==> src/rtl/muldiv_unit.sv <==
// Iterative RV32M multiply/divide unit (shift-add multiply, restoring divide) with start/busy/done.
// Define MULDIV_FAST_MUL_EN to finish the multiply ops in one cycle on a combinational multiplier.
module muldiv_unit #(
   parameter int unsigned DATA_WIDTH = 32
) (
   input  logic                  clk,
   input  logic                  rst,
   input  logic                  start,
   input  logic [2:0]            op,
   input  logic [DATA_WIDTH-1:0] op1,
   input  logic [DATA_WIDTH-1:0] op2,
   input  logic                  flush,
   output logic                  busy,
   output logic                  done,
   output logic [DATA_WIDTH-1:0] result
);
   localparam int unsigned W = DATA_WIDTH;

   typedef enum logic [1:0] {StIdle, StCalc, StFix, StDone} state_e;

   state_e       state_q, state_d;
   logic [2:0]   op_q, op_d;
   logic [W:0]   hi_q, hi_d;      // product high half / partial remainder
   logic [W-1:0] lo_q, lo_d;      // multiplier bits / dividend shifting into quotient
   logic [W-1:0] m_q, m_d;        // multiplicand / divisor magnitude
   logic [W-1:0] result_q, result_d;
   logic         neg_q, neg_d, rneg_q, rneg_d;
   logic [4:0]   cnt_q, cnt_d;

   logic         is_div, sgn1, sgn2, s1, s2, fast_hit;
   logic [W-1:0] mag1, mag2, fast_val, fix_val, quo, rem;
   logic [W:0]   shifted, diff, sum;
   logic [2*W-1:0] prod, prod_s;

`ifdef MULDIV_FAST_MUL_EN
   logic signed [2*W-1:0] fa, fb, prod_fast;
   assign fa        = {{W{s1}}, op1};
   assign fb        = {{W{sgn2 & op2[W-1]}}, op2};
   assign prod_fast = fa * fb;
`endif

   always_comb begin
      is_div = op[2];
      sgn1   = (op != 3'b011) && (op != 3'b101) && (op != 3'b111);
      sgn2   = sgn1 && (op != 3'b010);
      s1     = sgn1 & op1[W-1];
      s2     = sgn2 & op2[W-1];
      mag1   = s1 ? -op1 : op1;
      mag2   = s2 ? -op2 : op2;

      fast_hit = 1'b0;
      fast_val = '0;
      if (is_div && op2 == '0) begin
         fast_hit = 1'b1;
         fast_val = op[1] ? op1 : '1;
      end else if (is_div && !op[0] && op1 == {1'b1, {(W-1){1'b0}}} && op2 == '1) begin
         fast_hit = 1'b1;
         fast_val = op[1] ? '0 : op1;
      end
`ifdef MULDIV_FAST_MUL_EN
      else if (!is_div) begin
         fast_hit = 1'b1;
         // a 33x33 signed product; MULHSU zero-extends op2 via sgn2
         fast_val = (op == 3'b000) ? prod_fast[W-1:0] : prod_fast[2*W-1:W];
      end
`endif
   end

   // Sign correction and output-word selection applied in FIX.
   always_comb begin
      prod   = {hi_q[W-1:0], lo_q};
      prod_s = neg_q ? -prod : prod;
      quo    = neg_q ? -lo_q : lo_q;
      rem    = rneg_q ? -hi_q[W-1:0] : hi_q[W-1:0];
      case (op_q)
         3'b000:                fix_val = prod_s[W-1:0];
         3'b001, 3'b010, 3'b011: fix_val = prod_s[2*W-1:W];
         3'b100, 3'b101:        fix_val = quo;
         default:               fix_val = rem;
      endcase
   end

   always_comb begin
      state_d  = state_q;
      op_d     = op_q;
      hi_d     = hi_q;
      lo_d     = lo_q;
      m_d      = m_q;
      neg_d    = neg_q;
      rneg_d   = rneg_q;
      cnt_d    = cnt_q;
      result_d = result_q;
      shifted  = {hi_q[W-1:0], lo_q[W-1]};
      diff     = shifted - {1'b0, m_q};
      sum      = hi_q + (lo_q[0] ? {1'b0, m_q} : '0);

      unique case (state_q)
         StIdle: begin
            if (start) begin
               op_d   = op;
               neg_d  = s1 ^ s2;
               rneg_d = s1;
               cnt_d  = 5'd31;
               hi_d   = '0;
               lo_d   = is_div ? mag1 : mag2;
               m_d    = is_div ? mag2 : mag1;
               if (fast_hit) begin
                  result_d = fast_val;
                  state_d  = StDone;
               end else begin
                  state_d  = StCalc;
               end
            end
         end
         StCalc: begin
            if (op_q[2]) begin
               if (shifted >= {1'b0, m_q}) begin
                  hi_d = diff;
                  lo_d = {lo_q[W-2:0], 1'b1};
               end else begin
                  hi_d = shifted;
                  lo_d = {lo_q[W-2:0], 1'b0};
               end
            end else begin
               hi_d = {1'b0, sum[W:1]};
               lo_d = {sum[0], lo_q[W-1:1]};
            end
            if (cnt_q == 5'd0) state_d = StFix;
            else               cnt_d   = cnt_q - 5'd1;
         end
         StFix: begin
            result_d = fix_val;
            state_d  = StDone;
         end
         StDone:  state_d = StIdle;
         default: state_d = StIdle;
      endcase

      if (flush) begin
         state_d  = StIdle;
         result_d = result_q;
      end
   end

   always_ff @(posedge clk or posedge rst) begin
      if (rst) begin
         state_q  <= StIdle;
         op_q     <= '0;
         hi_q     <= '0;
         lo_q     <= '0;
         m_q      <= '0;
         neg_q    <= 1'b0;
         rneg_q   <= 1'b0;
         cnt_q    <= '0;
         result_q <= '0;
      end else begin
         state_q  <= state_d;
         op_q     <= op_d;
         hi_q     <= hi_d;
         lo_q     <= lo_d;
         m_q      <= m_d;
         neg_q    <= neg_d;
         rneg_q   <= rneg_d;
         cnt_q    <= cnt_d;
         result_q <= result_d;
      end
   end

   assign busy   = (state_q != StIdle);
   assign done   = (state_q == StDone);
   assign result = result_q;

endmodule

==> config.mk <==
export PLATFORM = sky130hd
export DESIGN_NAME = muldiv_unit
export DESIGN_NICKNAME = d
export VERILOG_FILES = /design/src/rtl/muldiv_unit.sv
export SDC_FILE = /design/constraint.sdc
export NUM_CORES = 1
export LEC_CHECK = 0
export CAP_MARGIN = 20
export CORE_MARGIN = 8
export CORE_UTILIZATION = 62
export CTS_CLUSTER_SIZE = 24
export DETAILED_ROUTE_END_ITERATION = 6
export PLACE_DENSITY = 0.83
export SLEW_MARGIN = 20
export SYNTH_ARGS = -nofsm -noshare
export SYNTH_HDL_FRONTEND = slang
export SYNTH_SLANG_ARGS = --single-unit
==> constraint.sdc <==
create_clock -name clk -period 7.3 [get_ports clk]
set_input_delay 1.095 -clock clk [delete_from_list [all_inputs] [get_ports clk]]
set_output_delay 1.095 -clock clk [all_outputs]
set_load 0.02 [all_outputs]
Yosys cells after proc, flatten, opt, wreduce, memory -nomap -nowiden
Cells that the tools add are included.

Logic and storage cells: 97. Register bits: 141. Output and inout port bits: 34. Bits of input ports: 71.

Reductions and logical operators: 22. $lt $le $gt $ge: 1. $add $sub $neg: 8. Equality and inequality tests: 19. Mux-type cells: 34. Bitwise logic cells: 4.

Operators by type and width (count): 32-bit 2-to-1 mux (15); 32-bit negator (4); 32-bit case mux with 2 select lines (2); 33-bit 2-to-1 mux (3); 32-bit case mux with 3 select lines (1); 33-bit case mux with 2 select lines (1); 32-bit == test (second input constant) (2); 64-bit 2-to-1 mux (1); 64-bit negator (1); 33-bit by 32-bit adder with 33-bit output (1); 33-bit by 32-bit >= comparator with 1-bit output (1); 33-bit by 32-bit subtractor with 33-bit output (1); 32-bit zero test (1); 3-bit != test (second input constant) (4); 5-bit 2-to-1 mux (2); 5-bit case mux with 2 select lines (1); 2-bit 2-to-1 mux (4); 2-bit case mux with 4 select lines (1); 1-bit logical AND (7); 3-bit by 2-bit == test with 1-bit output (second input constant) (2); 3-bit == test (second input constant) (2); 2-bit != test (second input constant) (3); 3-bit by 2-bit != test with 1-bit output (second input constant) (2); 2-bit AND reduction (3); 17 further kinds (23).

Longest topological paths before layout
Gate-level depths: netlist of the first run.

Word-level depth: 10. Mapped depth: 14. Mapped depth without buffers: 13.

Least setup slack after synthesis of the first run
Ideal clock, no wire load.

Path type: input port to flip-flop. Start point: input op2[8]. End point: register result_q[25], in the netlist result[25]. Library setup time: 0.121 ns. Arrival: 3.414 ns. Path slack: 3.765 ns. Stages: 10. Path through: or4_1 or4_4 nor4_2 and4b_1 nor2_1 o22ai_1 nand2b_1 clkbuf_1 buf_2 a22o_1.

Word-level cells in the longest chain between the ends: 7.

RTL lines: start: declaration (RTL line 11) `input logic [DATA_WIDTH-1:0] op2,`; 32-bit == test (RTL line 56) `end else if (is_div && !op[0] && op1 == {1'b1, {(W-1){1'b0}}} && op2 == '1) begin`; 1-bit logical AND (RTL line 56); 32-bit 2-to-1 mux (RTL line 56); 32-bit 2-to-1 mux (RTL line 53) `if (is_div && op2 == '0) begin`; 32-bit 2-to-1 mux (RTL line 107) `if (fast_hit) begin`; 32-bit 2-to-1 mux (RTL line 99) `if (start) begin`; 32-bit case mux with 2 select lines (RTL line 97) `unique case (state_q)`; end signal: assignment (RTL line 165) `result_q <= result_d;`; end: declaration (RTL line 26) `logic [W-1:0] result_q, result_d;`.

Several ways; a longest one is shown, not always the timed one. The select of a mux whose other input is x is not followed. A chain may end at the register's enable or synchronous reset.

Worst setup path after layout of the first run
Start point: register lo_q[3]. End point: register result_q[21], in the netlist result[21].

Word-level cells in the longest chain between the ends: 4.

RTL lines: start: declaration (RTL line 24) `logic [W-1:0] lo_q, lo_d;`; start signal: assignment (RTL line 160) `lo_q <= lo_d;`; 64-bit negator or 32-bit negator (tied branches) (RTL line 72, 73); 64-bit 2-to-1 mux or 32-bit 2-to-1 mux (tied branches) (RTL line 72, 73); 32-bit case mux with 3 select lines * (RTL line 75) `case (op_q)`; 32-bit case mux with 2 select lines * (RTL line 97).

Mark *: on every way between the ends. The rest lies on a longest branch, timed or not.

==> results of run 1 <==
-- worst min-delay path by stage --
| stage | endpoint | slack [ns] |
|---|---|---|
| 6_report | m_q[14]$_DFFE_PP0P_ | 0.48 |
| 5_1_grt | result[7]$_DFFE_PP0P_ | 0.50 |
| 4_1_cts | result[7]$_DFFE_PP0P_ | 0.48 |
| 3_5_place_dp | result[7]$_DFFE_PP0P_ | 0.47 |
| 3_3_place_gp | m_q[10]$_DFFE_PP0P_ | 0.46 |
| 2_1_floorplan | m_q[10]$_DFFE_PP0P_ | 0.45 |
-- power by group --
group	total (W)	internal [W]	switching (W)
Sequential	0.00160	0.00106	0.000540
Clock	0.000921	0.000538	0.000383
Combinational	0.00463	0.00180	0.00284
Total	0.00716	0.00339	0.00376
-- per-stage QoR --
stage               total power, W  area, um2
global placement           0.00597      16200
global route               0.00767      16800
finish                     0.00716      16800
CTS                        0.00702      16800
floorplan                  0.00487      15100
detailed placement         0.00607      16200
-- logic make-up (layout without fill, tap and decap cells) --
logic type               after synthesis  count (layout)  synth area share, %
XOR/XNOR                             180             180                 10.4
flip-flops                           141             141                 23.4
AO/OA/AOI/OAI                        731             731                 30.3
AND/OR/NAND/NOR                      659             659                 20.6
adder cells (fa/ha/maj)               77              77                 6.48
multiplexers                          50              50                 3.51
buffers and inverters                209             227                 5.38
-- layout make-up --
class / count / share of cell area (%)
multi-input cells: 1697 / 64.4
flip-flops and latches: 141 / 21.0
repair buffers: 121 / 6.93
clock buffers: 18 / 2.56
well taps: 324 / 2.42
inverters: 75 / 1.71
clock inverters: 13 / 0.992
-- sequential cells by signal, indices dropped and copies added (netlist names) --
signal / count
m_q: 32
neg_q: 1
lo_q: 32
op_q: 3
state_q: 2
cnt_q: 5
result: 32
hi_q: 33
rneg_q: 1
-- worst min-delay path, stage by stage (launching register included) --
cell	delay, ns
dfrtp_1	0.34
nand2_1	0.05
o21ai_0	0.06
-- Yosys cell counts (all sizes together), types with 5 or more instances --
cell	count
a211oi	31
a21o	29
a21oi	230
a221o	5
a221oi	9
a22oi	13
a31oi	21
a32o	7
and2	11
and3	12
buf	25
clkbuf	109
dfrtp	141
ha	75
inv	74
mux2	24
mux2i	26
nand2	208
nand2b	17
nand3	34
nand4	16
nand4b	5
nor2	217
nor2b	12
nor3	51
nor4	22
o2111ai	6
o211ai	24
o21a	24
o21ai	196
o21bai	13
o221ai	11
o22ai	14
o31a	5
o31ai	38
o41ai	20
or2	8
or3	16
or4	16
xnor2	93
xor2	87
-- layer usage --
layer,vias to the layer above,part of all wire (%)
li1,7477,-
met1,7467,41
met2,1002,45
met3,144,10
met4,0,4.2
met5,-,0
-- cell usage in the layout, fill, tap and decap left out, drive strengths merged, types with 17 or more instances in the layout --
cell type	instances
inv	76
o31ai	38
xnor2	93
nor4	22
nor3	51
o211ai	24
clkbuf	18
clkdlybuf4s50	103
nand3	34
a211oi	31
nand2	208
mux2i	26
a21oi	230
a31oi	21
dfrtp	141
o21a	24
xor2	87
o41ai	20
o21ai	196
a21o	29
buf	18
nor2	217
nand2b	17
ha	75
mux2	24
==> flow_summary.toml, run 1 <==
[timing]
final_hold_viol_count = 0
period_minus_slack_ns = 4.11
fin_skew_ns = 0.0133
finalCritPeriodShare_pct = 56.2
clock.fmax_mhz = 244
relSlewSlack_pct = 23.8
setup_viol = 0
slew_viol_final = 0
worstMarginPinSlew_ns = 1.14
setup_ws_ns = 3.19
whs_ns = 0.477
tns_ns = 0
rsz0062_at_grt = "no"

[hold_path]
min_path_cells = 2
hp-class = "flop to flop"
min_from = "m_q[14]$_DFFE_PP0P_"

[cells_and_area]
fillers = 2123
regArea_mm2 = 0.00353
drive_gt1_share_pct = 5.42
multi_input_area_mm2 = 0.0108
final_util_pct = 69.6
n_antenna_cell = 0
nNetsFinal = 2201
final_cell_count_no_fill = 2389
areaGrowthSynthToFinish_pct = 11.1

[setup_path]
crit_slowest_cell = "or4_4"
critical-path-max-stage-delay_ns = 0.59
crit_start = "lo_q[3]$_DFFE_PP0P_"
crit_family = "simple AND/OR/NAND/NOR gates"
reg2reg_from = "lo_q[3]$_DFFE_PP0P_"
rr_endpoint = "result[21]$_DFFE_PP0P_"
critPathCaptureType = "flop"
start_kind = "flop"
path_buf_inv = 0
cp_num_cells = 8
path_cells = "or4_4, nor3_1, nand4b_1, or2_1, o21ai_1, o21ai_0, a221oi_1, o31ai_1"
crit_required_ns = 7.59
reg2reg_depth = 8
ff2ff_setup_slack_ns = 3.19
worstSetupPathType = "flop to flop"
crit_end = "result[21]$_DFFE_PP0P_"
cp.arrival_ns = 4.39
critPathMaxFanout = 12

[synth]
seq_area_frac_synth_pct = 23.4
yosysTopAreaCell = "dfrtp_1"
syn_nets = 2195
synth.top_cell.area_share_pct = 23.4
synth-seq-cells = 141
synth_edf_count = 0
synth_area_mm2 = 0.0151
yosys_warnings = 0
async_flop_share_pct = 100
synth_ff_type = "dfrtp_1"
synth_cells = 2047
synth.avg_cell_area_um2 = 7.38
synth.area.top_cells = "dfrtp_1 (23%), a21oi_1 (7.6%), ha_1 (6.2%), xnor2_1 (5.4%), nor2_1 (5.4%)"
yosysUniqueCellTypes = 81

[status]
status = "finished, violations left"
violations = "DRC"

[clocking]
post-cts-setup-buffers = 0
clock-sinks = 141
cts_tree = "done"
clkLatencyLatePin_ns = 0.44
hold_buffers = 0
clockBufferDepth = 2
cts_root_buf = "clkbuf_16"
postCtsResizedCells = 0
cts_buffers = 17
cts.clk_slew.worst_paths_ns = 0.06
htree_levels = 4

[global_routing]
met3_usage_pct = 6.96
grt_pass1_vias = 15300
grt_pass1_wl_mm = 83.8
grt.total_usage_pct = 35.8
grt_max_degree = 108
grt-ovfl-total = 0
antenna_found_initial = 1
busiest_layer = "met2"
grtUsageMet2_pct = 56.3
use_met1_pct = 47.4

[floorplanning]
ios = 105
initial_utilization_pct = 62.7
die_area_mm2 = 0.0296
die_x_um = 172
die_y_um = 172
coreArea_mm2 = 0.0241
rows = 57

[placed_design]
portBuffers = 104
dp_slack_ns = 2.57
dp_cells = 2358
gp_routability_congestion = 0.986
hpwl_mm = 40.1

[power_and_ir_drop]
p_leak_nw = 6.78
powerDensity_mw_per_mm2 = 426
vdd_drop_max_mv = 0.185

[detailed_routing]
vias_per_cell = 6.74
totalWireLength_mm = 52.6
routedWlPerCell_um = 22.0
postRouteAntennaNets = 0
num_vias = 16100
drtIter0Drc = 2229
drc = 44
dr.pass1.iters = 7

[flow_run]
cap_violations = 0
(Power assumes the default switching activity.)
==> run 2: changes to the inputs <==
- CORE_UTILIZATION: 62 -> 55
- PLACE_DENSITY: 0.83 -> 0.78
- clock period: 7.3 -> 3.6 ns (I/O delays scaled with it)
==> run 2 against run 1 <==
Compared with the run above: non-clock buffer count rose by 134; largest power group unchanged; clock skew barely moved; hold slack improved by 0.0063 ns; global-route usage fell by 3.4 points; the run now ends clean.
==> flow_summary.toml, run 2 (synthesized netlist as in run 1, its figures left out) <==
[global_routing]
grt_pass1_wl_mm = 86.2
grt_max_degree = 107
met3_usage_pct = 4.57
grt.total_usage_pct = 32.4
busiest_layer = "met2"
use_met1_pct = 42.7
grt_pass1_vias = 15800
antenna_found_initial = 0
grtUsageMet2_pct = 52.5
grt-ovfl-total = 0

[setup_path]
ff2ff_setup_slack_ns = 0.14
crit_start = "lo_q[0]$_DFFE_PP0P_"
start_kind = "flop"
reg2reg_from = "lo_q[0]$_DFFE_PP0P_"
reg2reg_depth = 14
rr_endpoint = "hi_q[30]$_DFFE_PP0P_"
worstSetupPathType = "flop to flop"
crit_end = "hi_q[30]$_DFFE_PP0P_"
critPathCaptureType = "flop"
crit_required_ns = 3.94
cp.arrival_ns = 3.80
critPathMaxFanout = 16

[power_and_ir_drop]
power_w = 0.0155
p_switching_w = 0.00806
seqPwrFrac_pct = 19.3
vdd_drop_max_mv = 0.434
p_sw_share_pct = 52.1
p_int_w = 0.00741
pwr-share-clk_pct = 12.0
p_comb_share_pct = 68.8
p_leak_nw = 7.47
powerDensity_mw_per_mm2 = 864

[clocking]
clockBufferDepth = 2
clkLatencyLatePin_ns = 0.45
cts_buffers = 17
hold_buffers = 0
clock-sinks = 141
cts_root_buf = "clkbuf_16"
cts_tree = "done"
htree_levels = 4
cts.clk_slew.worst_paths_ns = 0.08

[flow_run]
cap_violations = 0

[cells_and_area]
n_antenna_cell = 0
nNetsFinal = 2335
areaGrowthSynthToFinish_pct = 18.5
layout_commonest_cell = "a21oi_1"
largest_reg_flops = 33
drive_gt1_share_pct = 11.8
regMostFlops = "hi_q"
final_cell_mix = "a21oi_1 (229), nor2_1 (215), nand2_1 (207), buf_4 (146), dfrtp_1 (137)"

[floorplanning]
rows = 60
coreArea_mm2 = 0.0270
ios = 105
initial_utilization_pct = 56.0
die_area_mm2 = 0.0330
die_y_um = 182
die_x_um = 182

[detailed_routing]
dr.pass1.iters = 7
drtIter0Drc = 1910
num_vias = 16600
vias_per_cell = 6.54
postRouteAntennaNets = 0
totalWireLength_mm = 55.3
drc = 0
routedWlPerCell_um = 21.8

[placed_design]
hpwl_mm = 43.3
gp_routability_congestion = 0.974
portBuffers = 104

[timing]
relSlewSlack_pct = 38.4
fin_skew_ns = 0.0132
final_hold_viol_count = 0
rsz0062_at_grt = "no"
worstMarginPinSlew_ns = 0.924
period_minus_slack_ns = 3.46
finalCritPeriodShare_pct = 96.1
slew_viol_final = 0
setup_viol = 0
tns_ns = 0
clock.fmax_mhz = 289

[status]
status = "completed"

[hold_path]
hp-class = "flop to flop"
==> run 2: cell types whose count changed in the layout (fill, tap and decap cells not counted), moves of 2 or more <==
| cell | previous run | this run |
|---|---|---|
| dfrtp_1 | 140 | 137 |
| inv_6 | 3 | 7 |
| inv_8 | 0 | 4 |
| bufinv_16 | 3 | 1 |
| buf_4 | 17 | 146 |
| buf_12 | 0 | 5 |
| clkinv_4 | 3 | 1 |
| clkinvlp_4 | 3 | 1 |
| dfrtp_2 | 1 | 4 |
==> run 2: area by class of cell <==
class | count | area, um2
Clock buffer | 17 | 425
Clock inverter | 15 | 166
Fill cell | 2329 | 9050
Inverter | 75 | 285
Multi-Input combinational cell | 1697 | 10800
Sequential cell | 141 | 3530
Tap cell | 341 | 427
Timing Repair Buffer | 255 | 2230
==> run 2: worst min-delay path by stage <==
stage,start,endpoint,slack [ns],cells past startpoint
after detailed placement,m_q[15]$_DFFE_PP0P_,m_q[15]$_DFFE_PP0P_,0.47,2
after CTS,m_q[15]$_DFFE_PP0P_,m_q[15]$_DFFE_PP0P_,0.49,2
final,m_q[15]$_DFFE_PP0P_,m_q[15]$_DFFE_PP0P_,0.48,2
after global placement,m_q[14]$_DFFE_PP0P_,m_q[14]$_DFFE_PP0P_,0.46,2
after floorplan,m_q[10]$_DFFE_PP0P_,m_q[10]$_DFFE_PP0P_,0.45,2
after global routing,m_q[4]$_DFFE_PP0P_,m_q[4]$_DFFE_PP0P_,0.51,2
==> run 2: repair_timing <==
action | in CTS | in global routing
buffers inserted | 0 | 2
gates resized for setup | 0 | 13
endpoints found under the setup margin | 0 | 10
==> run 2: critical path, stage by stage, from the launching register on <==
cell	delay [ns]
dfrtp_2	0.44
inv_2	0.16
buf_12	0.17
nor2_1	0.05
ha_1	0.39
and4_1	0.28
o211ai_1	0.10
a21oi_1	0.26
o21ai_0	0.25
a31oi_1	0.39
a31oi_1	0.19
buf_4	0.18
o211ai_1	0.16
o211ai_1	0.18
o211a_1	0.15
==> run 2: routing by layer <==
| metal | wire (um) | vias up |
|---|---|---|
| met4 | 2320 | 0 |
| met5 | 0 | - |
| met2 | 25000 | 916 |
| met1 | 23300 | 7812 |
| met3 | 4720 | 151 |
| li1 | - | 7728 |
==> run 2: power by group through the flow <==
stage | Combinational, W | Sequential (W) | Clock (W)
floorplan | 0.00713 | 0.00274 | 0
global placement | 0.0100 | 0.00293 | 0
detailed placement | 0.0102 | 0.00296 | 0
CTS | 0.0103 | 0.00293 | 0.00185
global route | 0.0115 | 0.00303 | 0.00191
finish | 0.0106 | 0.00298 | 0.00185
==> run 2: through the flow <==
| stage | instances | setup slack [ns] | util [%] | instance area [um2] | hold WS (ns) |
|---|---|---|---|---|---|
| 5_1_grt | 2541 | 0.0173 | 66.4 | 17900 | 0.508 |
| 3_5_place_dp | 2507 | 0.0230 | 64.0 | 17300 | 0.471 |
| 3_3_place_gp | 2507 | 0.0842 | 64.0 | 17300 | 0.461 |
| 2_1_floorplan | 2047 | 0.433 | - | 15100 | 0.450 |
| 6_report | 2541 | 0.140 | 66.4 | 17900 | 0.484 |
| 4_1_cts | 2539 | 0.0364 | 66.2 | 17800 | 0.486 |
